### config.mk
export PLATFORM = sky130hd
export DESIGN_NAME = apple1_uart_rx_fifo
export DESIGN_NICKNAME = d
export VERILOG_FILES = /design/src/rtl/apple1_uart_rx_fifo.sv
export SDC_FILE = /design/constraint.sdc
export NUM_CORES = 1
export LEC_CHECK = 0
export BUFFER_PORTS_ARGS = -buffer_cell sky130_fd_sc_hd__buf_2
export CAP_MARGIN = 25
export CELL_PAD_IN_SITES_DETAIL_PLACEMENT = 0
export CELL_PAD_IN_SITES_GLOBAL_PLACEMENT = 1
export CORE_MARGIN = 8
export CORE_UTILIZATION = 50
export CTS_BUF_LIST = sky130_fd_sc_hd__clkbuf_4
export CTS_CLUSTER_SIZE = 24
export DETAILED_ROUTE_END_ITERATION = 8
export PLACE_DENSITY = 0.83
export SETUP_SLACK_MARGIN = 0.2
export SYNTH_ARGS = -nofsm -noshare
export SYNTH_HDL_FRONTEND = slang
export SYNTH_SLANG_ARGS = --single-unit
### constraint.sdc
create_clock -name clk25 -period 4.8 [get_ports clk25]
set_input_delay 0.96 -clock clk25 [delete_from_list [all_inputs] [get_ports clk25]]
set_output_delay 0.96 -clock clk25 [all_outputs]
set_load 0.02 [all_outputs]
### src/rtl/apple1_uart_rx_fifo.sv
// Apple 1 console UART receiver (8N1, or 8E1 with UART_RX_PARITY_EN) feeding
// a show-ahead byte FIFO with registered CTS flow control.
`timescale 1ns/1ps
module apple1_uart_rx_fifo #(
   parameter int CLK_FREQ      = 25000000,
   parameter int BAUD          = 115200,
   parameter int FIFO_DEPTH    = 8,
   parameter int CTS_THRESHOLD = 6
) (
   input  logic                          clk25,
   input  logic                          rst,
   input  logic                          uart_rx,
   output logic                          uart_cts,
   input  logic                          rd_en,
   output logic [7:0]                    rd_data,
   output logic                          rd_valid,
   output logic [$clog2(FIFO_DEPTH):0]   count,
   output logic                          overrun,
   output logic                          frame_err,
   output logic                          parity_err
);

   localparam int DIV  = CLK_FREQ / BAUD;
   localparam int HALF = DIV / 2;
   localparam int CNTW = $clog2(DIV + 1);
   localparam int AW   = $clog2(FIFO_DEPTH);
   localparam int CW   = AW + 1;

   localparam logic [CNTW-1:0] DIV_C  = CNTW'(DIV);
   localparam logic [CNTW-1:0] HALF_C = CNTW'(HALF);
   localparam logic [CW-1:0]   FULL_C = CW'(FIFO_DEPTH);
   localparam logic [CW-1:0]   CTS_C  = CW'(CTS_THRESHOLD);

`ifdef UART_RX_PARITY_EN
   typedef enum logic [2:0] {
      S_IDLE, S_START, S_DATA, S_PARITY, S_STOP, S_BREAK
   } state_t;
`else
   typedef enum logic [2:0] {
      S_IDLE, S_START, S_DATA, S_STOP, S_BREAK
   } state_t;
`endif

   logic            rx_meta, rx_s;
   state_t          state;
   logic [CNTW-1:0] bit_cnt;
   logic [2:0]      bit_idx;
   logic [7:0]      shreg;
   logic [7:0]      mem [FIFO_DEPTH];
   logic [AW-1:0]   wr_ptr, rd_ptr;
   logic            tick, stop_tick, par_bad;
   logic            push_req, push, pop, full;

   always_ff @(posedge clk25 or posedge rst) begin
      if (rst) begin
         rx_meta <= 1'b1;
         rx_s    <= 1'b1;
      end else begin
         rx_meta <= uart_rx;
         rx_s    <= rx_meta;
      end
   end

   // Sample points fire when the down-counter reaches 1, so a reload of
   // DIV spaces consecutive samples exactly one bit period apart.
   assign tick      = (bit_cnt == CNTW'(1));
   assign stop_tick = (state == S_STOP) && tick;

`ifdef UART_RX_PARITY_EN
   logic par;
   assign par_bad = ^{shreg, par};
`else
   assign par_bad = 1'b0;
`endif

   assign full     = (count == FULL_C);
   assign rd_valid = (count != '0);
   assign pop      = rd_en && rd_valid;
   assign push_req = stop_tick && rx_s && !par_bad;
   assign push     = push_req && (!full || pop);
   assign rd_data  = mem[rd_ptr];

   always_ff @(posedge clk25 or posedge rst) begin
      if (rst) begin
         state   <= S_IDLE;
         bit_cnt <= '0;
         bit_idx <= '0;
         shreg   <= '0;
`ifdef UART_RX_PARITY_EN
         par     <= 1'b0;
`endif
      end else begin
         unique case (state)
            S_IDLE: begin
               if (!rx_s) begin
                  bit_cnt <= HALF_C;
                  state   <= S_START;
               end
            end
            S_START: begin
               if (tick) begin
                  bit_cnt <= DIV_C;
                  bit_idx <= '0;
                  state   <= rx_s ? S_IDLE : S_DATA;
               end else begin
                  bit_cnt <= bit_cnt - CNTW'(1);
               end
            end
            S_DATA: begin
               if (tick) begin
                  shreg   <= {rx_s, shreg[7:1]};
                  bit_cnt <= DIV_C;
                  bit_idx <= bit_idx + 3'd1;
                  if (bit_idx == 3'd7) begin
`ifdef UART_RX_PARITY_EN
                     state <= S_PARITY;
`else
                     state <= S_STOP;
`endif
                  end
               end else begin
                  bit_cnt <= bit_cnt - CNTW'(1);
               end
            end
`ifdef UART_RX_PARITY_EN
            S_PARITY: begin
               if (tick) begin
                  par     <= rx_s;
                  bit_cnt <= DIV_C;
                  state   <= S_STOP;
               end else begin
                  bit_cnt <= bit_cnt - CNTW'(1);
               end
            end
`endif
            S_STOP: begin
               if (tick) begin
                  state <= rx_s ? S_IDLE : S_BREAK;
               end else begin
                  bit_cnt <= bit_cnt - CNTW'(1);
               end
            end
            S_BREAK: begin
               if (rx_s) state <= S_IDLE;
            end
            default: state <= S_IDLE;
         endcase
      end
   end

   always_ff @(posedge clk25 or posedge rst) begin
      if (rst) begin
         for (int i = 0; i < FIFO_DEPTH; i++) mem[i] <= '0;
         wr_ptr <= '0;
         rd_ptr <= '0;
         count  <= '0;
      end else begin
         if (push) begin
            mem[wr_ptr] <= shreg;
            wr_ptr      <= wr_ptr + AW'(1);
         end
         if (pop) rd_ptr <= rd_ptr + AW'(1);
         unique case ({push, pop})
            2'b10:   count <= count + CW'(1);
            2'b01:   count <= count - CW'(1);
            default: count <= count;
         endcase
      end
   end

   always_ff @(posedge clk25 or posedge rst) begin
      if (rst) begin
         uart_cts  <= 1'b0;
         overrun   <= 1'b0;
         frame_err <= 1'b0;
      end else begin
         uart_cts  <= (count >= CTS_C);
         overrun   <= push_req && full && !pop;
         frame_err <= stop_tick && !rx_s;
      end
   end

`ifdef UART_RX_PARITY_EN
   // A bad stop bit outranks a parity mismatch.
   always_ff @(posedge clk25 or posedge rst) begin
      if (rst) parity_err <= 1'b0;
      else     parity_err <= stop_tick && rx_s && par_bad;
   end
`else
   assign parity_err = 1'b0;
`endif

endmodule
# == Yosys cells after proc, flatten, opt, wreduce, memory -nomap -nowiden ==
# Cells that the tools add are included.
# W data, S select, Z words.
# word_totals
regBits,101
inputBits,4
output_inout_bits,17
elab_cells,93
# classes
addsub,6
magnitude_cmp,4
n_eq_ne,16
muxes,23
bitwise,2
reduce_logical,22
# ops
cell,count
$bwmux W64,1
$mux W8,6
$mux W3,9
$bmux W8 S3,1
$demux W8 S3,1
$pmux W8 S3,1
$pmux W3 S5,1
$ne A2 B2 Y1 const B,7
$add A3 B1 Y3 const B,3
$eq A8 B1 Y1 const B,1
$ge A4 B4 Y1 const B,2
$logic_and A1 B1 Y1,8
$not A3 Y4,2
$pmux W4 S2,1
$sub A8 B1 Y8 const B,1
$eq A3 B2 Y1 const B,2
$eq A3 B3 Y1 const B,2
$pmux W3 S2,1
$reduce_and A3 Y1,2
$reduce_and A6 Y1,1
$add A4 B1 Y4 const B,1
$eq A4 B4 Y1 const B,1
$ge A4 B3 Y1 const B,1
$lt A4 B1 Y1 const B,1
other kinds (13),16

# == Longest topological paths before layout ==
# Gate-level depths: netlist of the first run.
# logic_depth
word_depth,6
mapped_depth,13

# == Worst setup path before layout of the first run ==
# No wires, ideal clock.
# synth_path
path_type,reg2out
start,reg rd_ptr[0]
end,out rd_data[0]
t_arrival_ns,1.948
required_time_ns,3.840
slack_ns,1.892
path_stages_with_launch,5
path_cell_list,dfrtp_1 > clkbuf_1 > buf_2 > mux4_2 > mux2_2
# synth_via
elab_chain_cells,4
# synth_rtl
item,line,source
start: declaration,50,"logic [AW-1:0] wr_ptr, rd_ptr;"
start signal: assignment,162,if (pop) rd_ptr <= rd_ptr + AW'(1);
$not A3 Y4 (implied by the code),81,assign rd_data = mem[rd_ptr];
$bmux W8 S3,81,
$mux W8 (implied by the code) (2 in a row),81,
end: declaration,15,"output logic [7:0] rd_data,"
# No other way between the ends. The select of a mux whose other input is x is not followed.

# == Worst setup path in the final report of the first run ==
# layout_path
start,reg rd_ptr[1]
end,out rd_data[7]
# The elaborated chain is that of the path after synthesis.

==> results.txt, run 1 <==
Outcome - finished, final reports clean
Worst-margin pin slew - 844 ps
First-pass GRT wire length - 15600 µm
Worst r2r src - bit_cnt[1]$_DFFE_PP0P_
Unrepaired setup endpoints after global routing - no
Final nets - 371
Root Driver - clkbuf_4
Area post-placement - 5030 µm²
Data required, critical path - 3840 ps
Wire length on met1 - 4250 µm
Most numerous cell in the Yosys netlist - dfrtp_1
Reg-to-reg slack, setup - 1770 ps
Setup CP Type - reg2out
Routed vias/inst - 5.69
CP Launch Point - rd_ptr[1]$_DFFE_PP0P_
CTS tree - built
Worst Skew - 20.4 ps
Synth cell count leaders - 99 x dfrtp_1, 80 x mux2_2, 16 x mux4_2, 16 x nand2_1, 10 x buf_1
First-pass detailed-route iteration total - 4
TritonCTS buffer count - 9
Gr usage total - 15.5%
Static Leak - 2.54 nW
Die height - 114 µm
Post-DR wirelength/cell - 18.2 µm
CTS resizes - 0
GRT overflow - 0
Largest net degree at the start of global routing - 80
Fin crit share - 66.4%
Cell area after layout - 5230 µm²
Startpoint type of the worst setup path - register
Initial antenna violation count - 0
Setup TNS - 0 ps
CTS sink cnt - 101
Core area - 9590 µm²
#FFs+latches synth - 101
Final hold vios - 0
Mapped cell area - 4840 µm²
Vias in the first global route - 2982
Largest area contributor in the netlist - dfrtp_1
Cells after Synth - 346
Area growth syn-to-layout - 8.03%
Post-synth top area share - 51.1%
Max IR drop VDD - 0.000183 V
Power density over the cells - 255 nW/µm²
Register area share after synthesis - 52.2%
Boundary Pins - 21
Synth warn - 0
Met2 Routed Length - 4350 µm
Via count - 2820
Element type at the critical path end - primary output
R2r endpoint - count[2]$_DFFE_PP0P_
FF-to-FF path depth - 12
Hold Crit Class - in2async
DRT iter0 DRCs - 149
Synthesized net count - 359
Hold Buf Count CTS - 0
Clk_lat worst skew - 450 ps
Final-report setup violation count - 0
Max_cap viols - 0
H-tree depth - 3
Max FO, Critical Path - 18
Ranking of synthesized cells by area - dfrtp_1 51%, mux2_2 19%, mux4_2 7.4%
Syn_area_per_cell - 14.0 µm²
EDFF count, synth - 0
Max layer used - met4
Die footprint - 13100 µm²
Post-DRT Antenna Nets - 0
Met3 routed WL - 338 µm
Async set-reset flop share out of synthesis - 100%
Overall die width - 114 µm
Synth cell types - 53
Dominant synthesized flop cell - dfrtp_1
Gpl congestion - 0.809
Post-CTS setup repair buffer count - 0
Initial Util - 50.5%
Port-buffer cells - 19
DRC viols - 0
Standard-cell rows - 36
Clock Tree Buf Depth - 2
Final min period - 3190 ps
Dpl hpwl - 6140 µm
Final WL - 9030 µm
Clock slew seen by the registers of the worst setup and hold paths - 170 ps
Layout cells sized above 1 - 40.2%
CP arrival - 2230 ps
Slew Limit Fails - 0
Relative slew slack - 43.7%
Fmax - 314 MHz
Diode count - 0
-- critical path: stages, from the launching register on --
cell     delay (ps)
dfrtp_1         920
mux4_2          420
mux2_2          280
buf_2           160
-- placed cells by master (no fill, tap or decap), types with 3 or more instances in the layout --
| cell | Yosys | final |
|---|---|---|
| mux2_1 | 3 | 3 |
| xnor2_1 | 7 | 7 |
| ha_1 | 9 | 9 |
| clkbuf_4 | 0 | 9 |
| buf_2 | 2 | 19 |
| mux2_2 | 80 | 80 |
| a22o_1 | 3 | 3 |
| nand2_1 | 16 | 16 |
| nand3_1 | 4 | 4 |
| nor3_1 | 4 | 4 |
| o21ai_0 | 3 | 3 |
| a31oi_1 | 3 | 3 |
| a21oi_1 | 6 | 6 |
| xor2_1 | 3 | 3 |
| inv_1 | 6 | 5 |
| nor4b_4 | 4 | 4 |
| nor2_1 | 8 | 8 |
| nand2b_1 | 4 | 4 |
| dfrtp_1 | 99 | 99 |
| nand4_1 | 5 | 5 |
| mux4_2 | 16 | 16 |
-- per-layer routing --
layer,vias to the layer above,global-route usage (%)
met4,0,3.99
met2,35,24.6
li1,1304,-
met1,1473,20.0
met5,-,0
met3,8,4.80
-- flip-flops by register name, indices dropped and copies added (netlist names), 3 cells and up --
name and flops:
state 3, rd_ptr 3, mem 64, count 4, wr_ptr 3, bit_idx 3
bit_cnt 8, shreg 8
-- power by group --
part | switching, mW | internal [mW] | leakage [nW]
clock | 0.293 | 0.167 | 0.0805
sequential | 0.00129 | 0.853 | 1.38
combinational | 0.0181 | 0.00434 | 1.08
-- through the flow --
step	power, mW	hold WS, ps	instances	utilization [%]	setup WS (ps)
2_1_floorplan	0.884	345	346	-	1200
3_3_place_gp	0.890	347	478	52.4	1750
3_5_place_dp	0.891	352	478	52.4	1690
4_1_cts	1.36	372	494	54.0	1140
5_1_grt	1.39	296	496	54.6	1470
6_report	1.34	357	496	54.6	1610
-- worst max-delay path by stage --
| stage | end | slack, ps | depth (start not counted) |
|---|---|---|---|
| 6_report | rd_data[7] | 1610 | 3 |
| 4_1_cts | rd_data[7] | 1140 | 3 |
| 3_3_place_gp | rd_data[6] | 1750 | 3 |
| 2_1_floorplan | bit_cnt[0]$_DFFE_PP0P_ | 1200 | 1 |
| 3_5_place_dp | rd_data[3] | 1690 | 3 |
| 5_1_grt | count[2]$_DFFE_PP0P_ | 1470 | 12 |
-- layout make-up --
type	instances	area, µm²
clock buffers	9	67.6
flip-flops and latches	101	2530
repair buffers	22	158
clock inverters	7	80.1
inverters	6	25.0
fillers	797	4360
well taps	133	166
multi-input cells	218	2210
-- kinds of logic (layout without fill, tap and decap cells) --
group,count (synthesis),count (layout),share of synthesized area [%]
AOI/OAI and AO/OA,29,29,4.29
xor gates and xnor gates,10,10,1.81
adders and majority gates,9,9,2.32
buffers and inverters,27,44,2.22
DFF,101,101,52.2
muxes,99,99,26.7
other,1,1,0.0774
and+or+nand+nor,70,70,10.3
No activity file was read; power rests on OpenSTA's default activity.
==> inputs of run 2 (changes only) <==
--- a/config.mk
+++ b/config.mk
@@ -10,11 +10,11 @@
 export CELL_PAD_IN_SITES_DETAIL_PLACEMENT = 0
 export CELL_PAD_IN_SITES_GLOBAL_PLACEMENT = 1
 export CORE_MARGIN = 8
-export CORE_UTILIZATION = 50
+export CORE_UTILIZATION = 48
 export CTS_BUF_LIST = sky130_fd_sc_hd__clkbuf_4
 export CTS_CLUSTER_SIZE = 24
 export DETAILED_ROUTE_END_ITERATION = 8
-export PLACE_DENSITY = 0.83
+export PLACE_DENSITY = 0.84
 export SETUP_SLACK_MARGIN = 0.2
 export SYNTH_ARGS = -nofsm -noshare
 export SYNTH_HDL_FRONTEND = slang
==> constraint.sdc (replaced) <==
create_clock -name clk25 -period 2.6 [get_ports clk25]
set_input_delay 0.52 -clock clk25 [delete_from_list [all_inputs] [get_ports clk25]]
set_output_delay 0.52 -clock clk25 [all_outputs]
set_load 0.02 [all_outputs]
==> results.txt, run 2 (synthesis gave the netlist of run 1 again) <==
Outcome - finished, final reports clean
Worst-margin pin slew - 591 ps (-253 ps)
TritonCTS buffer count - 9 (unchanged)
Startpoint type of the worst setup path - register
Relative slew slack - 60.5% (+17 points)
Max FO, Critical Path - 9 (-9)
Gr usage total - 15.0% (-0.42 points)
Max IR drop VDD - 0.000225 V (+23%)
Max FFs per register - 64 (unchanged)
Hold Crit Class - in2reg
Clk_lat worst skew - 460 ps (about the same)
Data required, critical path - 2080 ps (-1760 ps)
Layout cells sized above 1 - 48.2% (+8.0 points)
Via count - 2943 (+4.4%)
Port-buffer cells - 19 (unchanged)
Final nets - 398 (+7.3%)
Max_cap viols - 0 (unchanged)
Fillers - 800 (+0.38%)
Most frequent cells in the layout - 94 x dfrtp_1, 80 x mux2_2, 28 x buf_4, 16 x mux4_2
Top Registers - mem x64, bit_cnt x8, shreg x8
Reg-to-reg slack, setup - 350 ps (-1420 ps)
Placed instance count - 495 (+3.6%)
Slowest stage delay, CP - 510 ps (-410 ps)
Fin cells - 523 (+5.4%)
Die height - 116 µm (+1.8%)
Most common cell after layout, fill and taps aside - dfrtp_1
Core area - 9770 µm² (+1.9%)
FF-to-FF path depth - 12 (unchanged)
Critical Path Slowest Stage Cell - mux4_2
Routed vias/inst - 5.63 (-1.0%)
Element type at the critical path end - primary output
GRT overflow - 0 (unchanged)
Vias in the first global route - 2992 (+0.34%)
Crit path depth - 4 (+1)
Worst path cell trace - buf_12 > mux4_2 > mux2_2 > buf_4
Final min period - 2560 ps
Static Leak - 2.65 nW (+4.2%)
Total power - 2.39 mW (+79%)
Met3 routed WL - 408 µm (+21%)
Power density over the cells - 434 nW/µm² (+70%)
Overall die width - 116 µm (+1.8%)
Standard-cell rows - 36 (unchanged)
Met2 Routed Length - 4620 µm (+6.1%)
First-pass GRT wire length - 15600 µm (-0.13%)
Buf/Inv on CP - 2 (+1)
First-pass detailed-route iteration total - 4 (unchanged)
Post-DRT Antenna Nets - 0 (unchanged)
Worst Skew - 23.7 ps (+3.24 ps)
CP arrival - 2040 ps (-190 ps)
Post-DR wirelength/cell - 18.3 µm (+0.36%)
Root Driver - clkbuf_4
Setup CP Type - reg2out
Fin crit share - 98.4%
H-tree depth - 3 (unchanged)
Dpl hpwl - 6010 µm (-2.0%)
Clock slew seen by the registers of the worst setup and hold paths - 150 ps (-20 ps)
CTS tree - built
Clock Tree Buf Depth - 2 (unchanged)
Die footprint - 13600 µm² (+3.6%)
Unrepaired setup endpoints after global routing - yes
Crit path to - rd_data[7]
Wire length on met1 - 4420 µm (+4.1%)
Final-report setup violation count - 0 (unchanged)
Final hold vios - 0 (unchanged)
Area growth syn-to-layout - 13.7%
Diode count - 0 (unchanged)
Most flops, register - mem
R2r endpoint - count[2]$_DFFE_PP0P_
DRC viols - 0 (unchanged)
Slew Limit Fails - 0 (unchanged)
Initial antenna violation count - 0 (unchanged)
Cell family with most CP delay - multiplexers
Boundary Pins - 21 (unchanged)
Gpl congestion - 0.836 (+3.3%)
Max layer used - met4
Worst r2r src - bit_cnt[1]$_DFFE_PP0P_
Initial Util - 49.6% (-0.93 points)
Final WL - 9550 µm (+5.8%)
Final core utilization - 56.3% (+1.8 points)
DRT iter0 DRCs - 238 (+60%)
CTS sink cnt - 101 (unchanged)
Hold Buf Count CTS - 0 (unchanged)
CP Launch Point - rd_ptr[0]$_DFFE_PP0P_
Fmax - 391 MHz
Largest net degree at the start of global routing - 102 (+28%)
run 2: cell types whose count changed in the layout (fill, tap and decap cells not counted), moves of 3 or more:
| cell | delta |
|---|---|
| dfrtp_1 | -5 |
| buf_2 | -4 |
| ha_1 | -3 |
| buf_4 | +27 |
| buf_6 | +3 |
| dfrtp_2 | +5 |
| clkinvlp_4 | +3 |
run 2: layer usage:
layer	vias to the layer above	track usage, %
li1	1356	-
met1	1529	20.0
met2	49	23.9
met3	9	3.05
met4	0	5.27
met5	-	0
run 2: worst min path at each step:
| stage | cells past startpoint | endpoint | start | slack [ps] |
|---|---|---|---|---|
| 3_3_place_gp | 0 | rx_s$_DFF_PP1_ | rx_meta$_DFF_PP1_ | 350 |
| 4_1_cts | 1 | rx_meta$_DFF_PP1_ | uart_rx | 130 |
| 3_5_place_dp | 0 | rx_s$_DFF_PP1_ | rx_meta$_DFF_PP1_ | 350 |
| 5_1_grt | 1 | rx_meta$_DFF_PP1_ | uart_rx | 130 |
| 6_report | 1 | rx_meta$_DFF_PP1_ | uart_rx | 160 |
| 2_1_floorplan | 0 | rx_s$_DFF_PP1_ | rx_meta$_DFF_PP1_ | 350 |
run 2: area by class of cell:
cell class	instances	area, µm²	area share [%]
Sequential cell	101	2540	46.0
Multi-Input combinational cell	218	2270	41.2
Timing Repair Buffer	49	384	6.97
Tap cell	133	166	3.02
Clock buffer	10	75.1	1.36
Clock inverter	6	52.6	0.954
Inverter	6	26.3	0.477
run 2: where the power goes:
part | total [mW] | switching, mW | internal (mW)
Clock | 0.777 | 0.554 | 0.223
Combinational | 0.0384 | 0.0325 | 0.00581
Sequential | 1.58 | 0.00230 | 1.57
Total | 2.39 | 0.589 | 1.80
run 2: worst reg2reg max path: stages, from the launching register on:
cell	delay (ps)
dfrtp_1	430
inv_2	90
ha_4	130
nor3b_4	180
and4_4	290
nand2_4	80
ha_4	180
xor2_2	140
ha_2	170
a21oi_2	110
xor2_1	150
nor2_1	70
xor2_1	140
run 2: what timing repair did:
| action | in CTS | in global routing |
|---|---|---|
| setup endpoints to repair | 9 | 10 |
| pin swaps | 0 | 5 |
| endpoints found under the hold margin | 0 | 0 |
| setup buffers | 1 | 10 |
| cloned | 0 | 1 |
| gates resized for setup | 3 | 15 |
run 2: metrics by stage:
step | instance area (µm²) | setup slack, ps | TNS, ps | hold WS (ps)
2_1_floorplan | 4890 | 208 | 0 | 345
3_3_place_gp | 5220 | 246 | 0 | 346
3_5_place_dp | 5220 | 178 | 0 | 350
4_1_cts | 5360 | 7.57 | 0 | 134
5_1_grt | 5510 | -32.1 | -110 | 126
6_report | 5510 | 42.0 | 0 | 162
